===== config.mk =====
export PLATFORM = sky130hd
export DESIGN_NAME = uart_rx_frame_decoder
export DESIGN_NICKNAME = d
export VERILOG_FILES = /design/src/rtl/uart_rx_frame_decoder.sv
export SDC_FILE = /design/constraint.sdc
export NUM_CORES = 1
export LEC_CHECK = 0
export ABC_AREA = 1
export CORE_UTILIZATION = 35
export DETAILED_ROUTE_END_ITERATION = 8
export PLACE_DENSITY_LB_ADDON = 0.3
export SLEW_MARGIN = 5
export SYNTH_ARGS = -nofsm -noshare
export SYNTH_HDL_FRONTEND = slang
export SYNTH_SLANG_ARGS = --single-unit
export TNS_END_PERCENT = 100

===== constraint.sdc =====
create_clock -name clk -period 2.6 [get_ports clk]
set_input_delay 0.39 -clock clk [delete_from_list [all_inputs] [get_ports clk]]
set_output_delay 0.39 -clock clk [all_outputs]
set_load 0.02 [all_outputs]

===== src/rtl/uart_rx_frame_decoder.sv =====
// UART receive frame decoder: 2-flop synchronizer, mid-bit sampling FSM, parity/stop checks.
// Each decoded byte is presented with a one-cycle rx_valid; there is no backpressure.
module uart_rx_frame_decoder #(
  parameter int CLKS_PER_BIT = 434,
  parameter bit PARITY_EN    = 1'b1,
  parameter bit PARITY_ODD   = 1'b0
) (
  input  logic       clk,
  input  logic       reset_n,
  input  logic       rxd,
  output logic [7:0] rx_data,
  output logic       rx_valid,
  output logic       parity_err,
  output logic       frame_err,
  output logic       busy
);

  localparam int CNT_W = $clog2(CLKS_PER_BIT);
  localparam int HALF  = CLKS_PER_BIT / 2;

  typedef enum logic [2:0] {
    IDLE, START, DATA, PARITY, STOP, WAIT_HIGH
  } state_t;

  state_t           state_q;
  logic             rxd_meta_q, rxd_s_q;
  logic [CNT_W-1:0] cnt_q;
  logic [2:0]       bit_idx_q;
  logic [7:0]       shift_q;
  logic             par_err_q;
  logic [7:0]       rx_data_q;
  logic             rx_valid_q, parity_err_q, frame_err_q, busy_q;
  logic             bit_done, half_done;

  assign bit_done  = (cnt_q == CNT_W'(CLKS_PER_BIT - 1));
  assign half_done = (cnt_q == CNT_W'(HALF - 1));

  // Synchronizer resets to the idle (high) line level.
  always_ff @(posedge clk or negedge reset_n) begin
    if (!reset_n) begin
      rxd_meta_q <= 1'b1;
      rxd_s_q    <= 1'b1;
    end else begin
      rxd_meta_q <= rxd;
      rxd_s_q    <= rxd_meta_q;
    end
  end

  always_ff @(posedge clk or negedge reset_n) begin
    if (!reset_n) begin
      state_q      <= IDLE;
      cnt_q        <= '0;
      bit_idx_q    <= '0;
      shift_q      <= '0;
      par_err_q    <= 1'b0;
      rx_data_q    <= '0;
      rx_valid_q   <= 1'b0;
      parity_err_q <= 1'b0;
      frame_err_q  <= 1'b0;
      busy_q       <= 1'b0;
    end else begin
      rx_valid_q <= 1'b0;
      case (state_q)
        IDLE: begin
          if (!rxd_s_q) begin
            state_q <= START;
            cnt_q   <= '0;
            busy_q  <= 1'b1;
          end
        end
        START: begin
          if (half_done) begin
            cnt_q <= '0;
            if (rxd_s_q) begin
              state_q <= IDLE;
              busy_q  <= 1'b0;
            end else begin
              state_q   <= DATA;
              bit_idx_q <= '0;
            end
          end else begin
            cnt_q <= cnt_q + CNT_W'(1);
          end
        end
        DATA: begin
          if (bit_done) begin
            cnt_q     <= '0;
            shift_q   <= {rxd_s_q, shift_q[7:1]};
            bit_idx_q <= bit_idx_q + 3'd1;
            if (bit_idx_q == 3'd7) state_q <= PARITY_EN ? PARITY : STOP;
          end else begin
            cnt_q <= cnt_q + CNT_W'(1);
          end
        end
        PARITY: begin
          if (bit_done) begin
            cnt_q     <= '0;
            par_err_q <= (^shift_q) ^ rxd_s_q ^ PARITY_ODD;
            state_q   <= STOP;
          end else begin
            cnt_q <= cnt_q + CNT_W'(1);
          end
        end
        STOP: begin
          // Leaving STOP at the mid-sample lets a start edge half a bit later be caught.
          if (bit_done) begin
            cnt_q        <= '0;
            rx_data_q    <= shift_q;
            parity_err_q <= PARITY_EN ? par_err_q : 1'b0;
            frame_err_q  <= ~rxd_s_q;
            rx_valid_q   <= 1'b1;
            if (rxd_s_q) begin
              state_q <= IDLE;
              busy_q  <= 1'b0;
            end else begin
              state_q <= WAIT_HIGH;
            end
          end else begin
            cnt_q <= cnt_q + CNT_W'(1);
          end
        end
        WAIT_HIGH: begin
          if (rxd_s_q) begin
            state_q <= IDLE;
            busy_q  <= 1'b0;
          end
        end
        default: begin
          state_q <= IDLE;
          busy_q  <= 1'b0;
        end
      endcase
    end
  end

  assign rx_data    = rx_data_q;
  assign rx_valid   = rx_valid_q;
  assign parity_err = parity_err_q;
  assign frame_err  = frame_err_q;
  assign busy       = busy_q;

endmodule


Word level (Yosys, flattened, before mapping)
Index checks and enable logic that the tools add are counted.
{"block": "word_totals", "input_bits": 3, "ff_bits": 38}
{"block": "op_classes", "reduce_logical": 13, "muxes": 25, "bitwise_logic": 3, "n_eq_ne": 16, "n_addsub": 2}
{"cell": "3-bit two-way mux", "n": 11}
{"cell": "9-bit two-way mux", "n": 3}
{"cell": "9-bit one-hot mux with 3 select lines", "n": 1}
{"cell": "3-bit one-hot mux with 6 select lines", "n": 1}
{"cell": "2-bit != test, second input constant", "n": 8}
{"cell": "9-bit by 1-bit adder with 9-bit output, second input constant", "n": 1}
{"cell": "3-bit equality test, second input constant", "n": 3}
{"cell": "9-bit by 8-bit equality test with 1-bit output, second input constant", "n": 1}
{"cell": "9-bit equality test, second input constant", "n": 1}
{"cell": "2-bit AND reduction", "n": 4}
{"cell": "4-bit AND reduction", "n": 2}
{"cell": "8-bit parity", "n": 1}
{"cell": "7-bit AND reduction", "n": 1}
{"cell": "3-bit by 2-bit equality test with 1-bit output, second input constant", "n": 2}
{"cell": "1-bit two-way mux", "n": 6}
{"cell": "3-bit one-hot mux with 2 select lines", "n": 1}
{"cell": "1-bit one-hot mux with 5 select lines", "n": 1}
{"cell": "3-bit by 1-bit adder with 3-bit output, second input constant", "n": 1}
{"cell": "3-bit by 1-bit equality test with 1-bit output, second input constant", "n": 1}
{"cell": "3-bit zero test", "n": 1}
{"cell": "3-bit nonzero test", "n": 1}
{"cell": "3-bit OR reduction", "n": 1}
{"cell": "2-bit two-way mux", "n": 1}
{"cell": "1-bit inverter", "n": 2}
{"cell": "3 further kinds", "n": 3}

Logic depth before layout (Yosys ltp)
{"block": "logic_depth", "word_depth": 4, "depth_mapped": 11}

Least setup slack after synthesis
Ideal clock, no wire load.
{"block": "synth_timing", "kind": "reg-to-reg", "start": "reg cnt_q[1]", "end": "reg state_q[2]", "path_slack_ns": 1.133, "required_ns": 2.483, "stages_incl_launch_ff": 12, "t_arrival_ns": 1.350, "cell_sequence": "dfrtp_1 > inv_1 > ha_1 > nand2_1 > nor3_2 > nand2_4 > nand2_1 > nand2_2 > nor2_4 > nand2_2 > nand2_1 > nand2_1"}
{"block": "synth_between", "elab_chain_len": 3, "elab_cells_between_ends": 7, "classes_between": "eq/ne: 6; reduce/logical: 1"}
{"element": "start: declaration", "line_no": "27", "rtl": "logic [CNT_W-1:0] cnt_q;"}
{"element": "start signal: assignment", "line_no": "82", "rtl": "cnt_q <= cnt_q + CNT_W'(1);"}
{"element": "start signal: assignment", "line_no": "92", "rtl": "cnt_q <= cnt_q + CNT_W'(1);"}
{"element": "start signal: assignment", "line_no": "101", "rtl": "cnt_q <= cnt_q + CNT_W'(1);"}
{"element": "9-bit equality test / 9-bit by 8-bit equality test with 1-bit output (equally long branches)", "line_no": "35, 36"}
{"element": "2-bit != test (no source line)"}
{"element": "7-bit AND reduction (no source line) *"}
{"element": "end signal: assignment", "line_no": "90", "rtl": "if (bit_idx_q == 3'd7) state_q <= PARITY_EN ? PARITY : STOP;"}
{"element": "end: declaration", "line_no": "25", "rtl": "state_t state_q;"}
Mark *: on every way between the ends. The rest lies on a longest branch, timed or not.
A chain may end at the register's enable or synchronous reset.

Worst setup path after layout
{"block": "layout_timing", "start": "reg parity_err_q (netlist: parity_err)", "end": "out parity_err"}
{"element": "start: declaration", "line_no": "32", "rtl": "logic rx_valid_q, parity_err_q, frame_err_q, busy_q;"}
{"element": "start signal: assignment", "line_no": "109", "rtl": "parity_err_q <= PARITY_EN ? par_err_q : 1'b0;"}
{"element": "end: declaration", "line_no": "13", "rtl": "output logic parity_err,"}
No word-level cell between the ends.

==> key figures <==
Status
  – Status: complete, no violations

Place
  – Placed Instances: between 300 and 400
  – Routability cong.: between 0.8 and 0.9
  – Input/output buffers: 14
  – Detail Placement HPWL: around 2.7 mm
  – Post-DP Area: 2260 um2

Clocking
  – Post-CTS setup buffers: 0
  – Clock transition at the registers of the reported paths: about 0.08 ns
  – # clock sinks: 38
  – Max H-tree Level: 2
  – PostCTS Resize Cnt: 0
  – Hold Buf Count CTS: 0
  – Total CTS buffers: 5
  – Clock root buffer master: clkbuf_8
  – Worst skew pair latency: slightly below 0.3 ns
  – CTS tree: yes
  – Clock Tree Buf Depth: 2

Die
  – Ports: 15
  – Core ar.: between 5000 and 6000 um2
  – Die height: slightly below 80 um
  – Row cnt: 27
  – Die area: ~6200 um2
  – Starting Density: around 37%
  – Width of the die: just under 80 um

Timing
  – Final Slew Violations: 0
  – Final Hold Viols: 0
  – Fin Setup TNS: 0 ns
  – Slew headroom: about 44%
  – Minimum clock period: ~1.6 ns
  – Final setup viols: 0
  – RSZ-0062 raised after global routing: false
  – Clock Skews: 0.00670 ns
  – Worst-Margin Slew: 0.835 ns
  – Tcrit/Tclk final: roughly 63%
  – Fmax: just over 600 MHz

Cells and area
  – Layout fillers: 570
  – Fin nets: 285
  – Design area: 2370 um2
  – Non-Filler Instances: 350
  – P&R area growth vs syn: 15.0%
  – # diodes: 0
  – Layout cells sized above 1: 15.8%
  – Final Core Density: 42.5%

Flow run
  – MaxCap Viol Count: 0

Global routing
  – Largest net degree at the start of global routing: 39
  – Total congestion overflow: 0
  – Overall global routing resource usage: between 10% and 20%
  – Vias in the first global route: around 1500
  – Initial antenna violation count: 0
  – Global-route wire length before repair: between 6 and 7 mm

Route
  – Initial DRT Pass Iterations: 4
  – Routed wire length: between 3 and 4 mm
  – Wirelength per Cell: about 11 um
  – Vias: approximately 1600
  – DRC: 0
  – Initial DRC Count: slightly below 100
  – Routed Antenna Nets: 0
  – Vias per cell: between 4 and 5

Hold path
  – Worst min path class: input pin to asynchronous set/reset pin

Worst setup path
  – Crit path max-delay cell type: clkdlybuf4s50_1
  – WP data required: 2.21 ns
  – Cell Chain, Critical Path: clkdlybuf4s50_1
  – Buffer and inverter count on the worst path: 1
  – Startpoint types: flip-flop
  – CP Capture Type: output port
  – Data arrival, critical path: around 1.3 ns
  – R2r setup slk: roughly 0.97 ns
  – Family with the most delay on the worst path: buffers and inverters
  – Critical Path Fanout Max: 2
  – Critical path class: flip-flop to output port
  – Largest stage delay on the critical path: ~0.60 ns

Logic synthesis
  – Most common flop cell mapped by yosys: dfrtp_1
  – Netlist cell types: 27
  – Synth warnings: 0
  – FF+latch count, synth: 38
  – Sequential fraction of the synthesis area: 46.3%
  – Synthesized instance count: between 200 and 300
  – Share of the synthesized area in the top cell type: between 40% and 50%
  – Mean post-synth cell area: 7.98 um2
  – Synthesized cell area: 2060 um2
  – EDFF count, synth: 0
  – Cell accounting for the most synthesized area: dfrtp_1
  – Cells taking the most area after synthesis: dfrtp_1 44%, nand2_1 17%, inv_1 4.4%, nand3_1 3.9%, o21ai_2 3.8%
  – Ys async rst share: 100%
  – Most frequent cell after synthesis: nand2_1
  – Post-synthesis net count: 266
  – Top cells by count, synth: 93 x nand2_1, 36 x dfrtp_1, 24 x inv_1, 16 x nand3_1, 11 x nor2_1

Pwr
  – Pleak: approximately 1.2 nW
  – Pwr Total: 1.10 mW
  – Power Dens Cells: ~460 nW/um2
  – VDD IR max: roughly 0.00028 V
## registers in the layout, indices dropped and copies added (netlist names)
signal,cells
shift_q,8
rxd_s_q,1
cnt_q,9
rx_valid,1
frame_err,1
par_err_q,1
rx_data,8
state_q,3
rxd_meta_q,1
busy,1
bit_idx_q,3
parity_err,1
## power breakdown
| group | total, mW | internal [mW] | leakage (nW) | switching (mW) |
|---|---|---|---|---|
| clock | 0.488 | 0.287 | 0.0524 | 0.201 |
| combinational | 0.0165 | 0.00277 | 0.631 | 0.0138 |
| sequential | 0.595 | 0.594 | 0.504 | 0.00149 |
| total | 1.10 | 0.883 | 1.19 | 0.216 |
## cells in the final DEF, fill, tap and decap left out, drive strengths merged
cell type / synthesis / layout
dfrtp: 36 / 36
nand3: 16 / 16
o21ai: 27 / 27
clkdlybuf4s50: 0 / 13
bufinv: 0 / 1
clkbuf: 0 / 7
nand4: 4 / 4
nand2: 99 / 99
a21oi: 4 / 4
nor2: 16 / 16
inv: 34 / 34
nor3: 9 / 9
ha: 5 / 5
xnor2: 1 / 1
dfstp: 2 / 2
xor2: 2 / 2
o211ai: 1 / 1
buf: 2 / 1
## per-stage QoR
step	worst slack, ns	hold slack [ns]
floorplan	1.13	0.0944
detailed placement	0.959	0.349
global route	0.818	0.274
global placement	1.03	0.347
finish	0.961	0.200
CTS	0.942	0.239
## path summary, 6_finish.rpt
check / cells past startpoint / end / from
max reg2reg: 11 / state_q[0]$_DFFE_PN0P_ / cnt_q[1]$_DFFE_PN0P_
min reg2reg: 0 / rxd_s_q$_DFF_PN1_ / rxd_meta_q$_DFF_PN1_
min: 1 / shift_q[4]$_DFFE_PN0P_ / reset_n
max: 1 / parity_err / parity_err$_DFFE_PN0P_
min in group clk: 0 / rxd_s_q$_DFF_PN1_ / rxd_meta_q$_DFF_PN1_
max in group asynchronous: 1 / cnt_q[0]$_DFFE_PN0P_ / reset_n
## final cells by class
class / instances / area [um2] / share of cell area [%]
clock buffer: 7 / 76.3 / 3.22
inverter: 34 / 130 / 5.49
timing repair buffer: 14 / 135 / 5.71
clock inverter: 1 / 30.0 / 1.27
multi-input combinational: 184 / 953 / 40.3
sequential: 38 / 953 / 40.3
tap: 72 / 90.1 / 3.80
## cell families (layout without fill, tap and decap cells)
logic type,count (synthesis),count (layout),share of synthesized area (%)
AO/OA/AOI/OAI,32,32,9.72
buffers and inverters,36,56,7.41
adder cells (fa/ha/maj),5,5,3.04
AND/OR/NAND/NOR,144,144,32.3
flip-flops,38,38,46.3
XOR/XNOR,3,3,1.28
## routing by layer
metal | vias up | track usage, % | share of wire (%) | routed length [um]
met2 | 21 | 20.7 | 44 | 1630
li1 | 851 | - | - | -
met5 | - | 0 | 0 | 0
met4 | 0 | 5.56 | 1.7 | 65
met1 | 746 | 19.4 | 52 | 1930
met3 | 6 | 3.10 | 2.8 | 105
## worst reg2reg max path, cell delays in order, from the launching register on
cell and delay [ns]:
dfrtp_1 0.40, inv_1 0.10, ha_1 0.16, nand2_1 0.06
nor3_2 0.19, nand2_4 0.15, nand2_1 0.10, nand2_2 0.06
nor2_4 0.13, nand2_2 0.08, nand2_1 0.06, nand2_1 0.05
No activity file was read; power rests on OpenSTA's default activity.
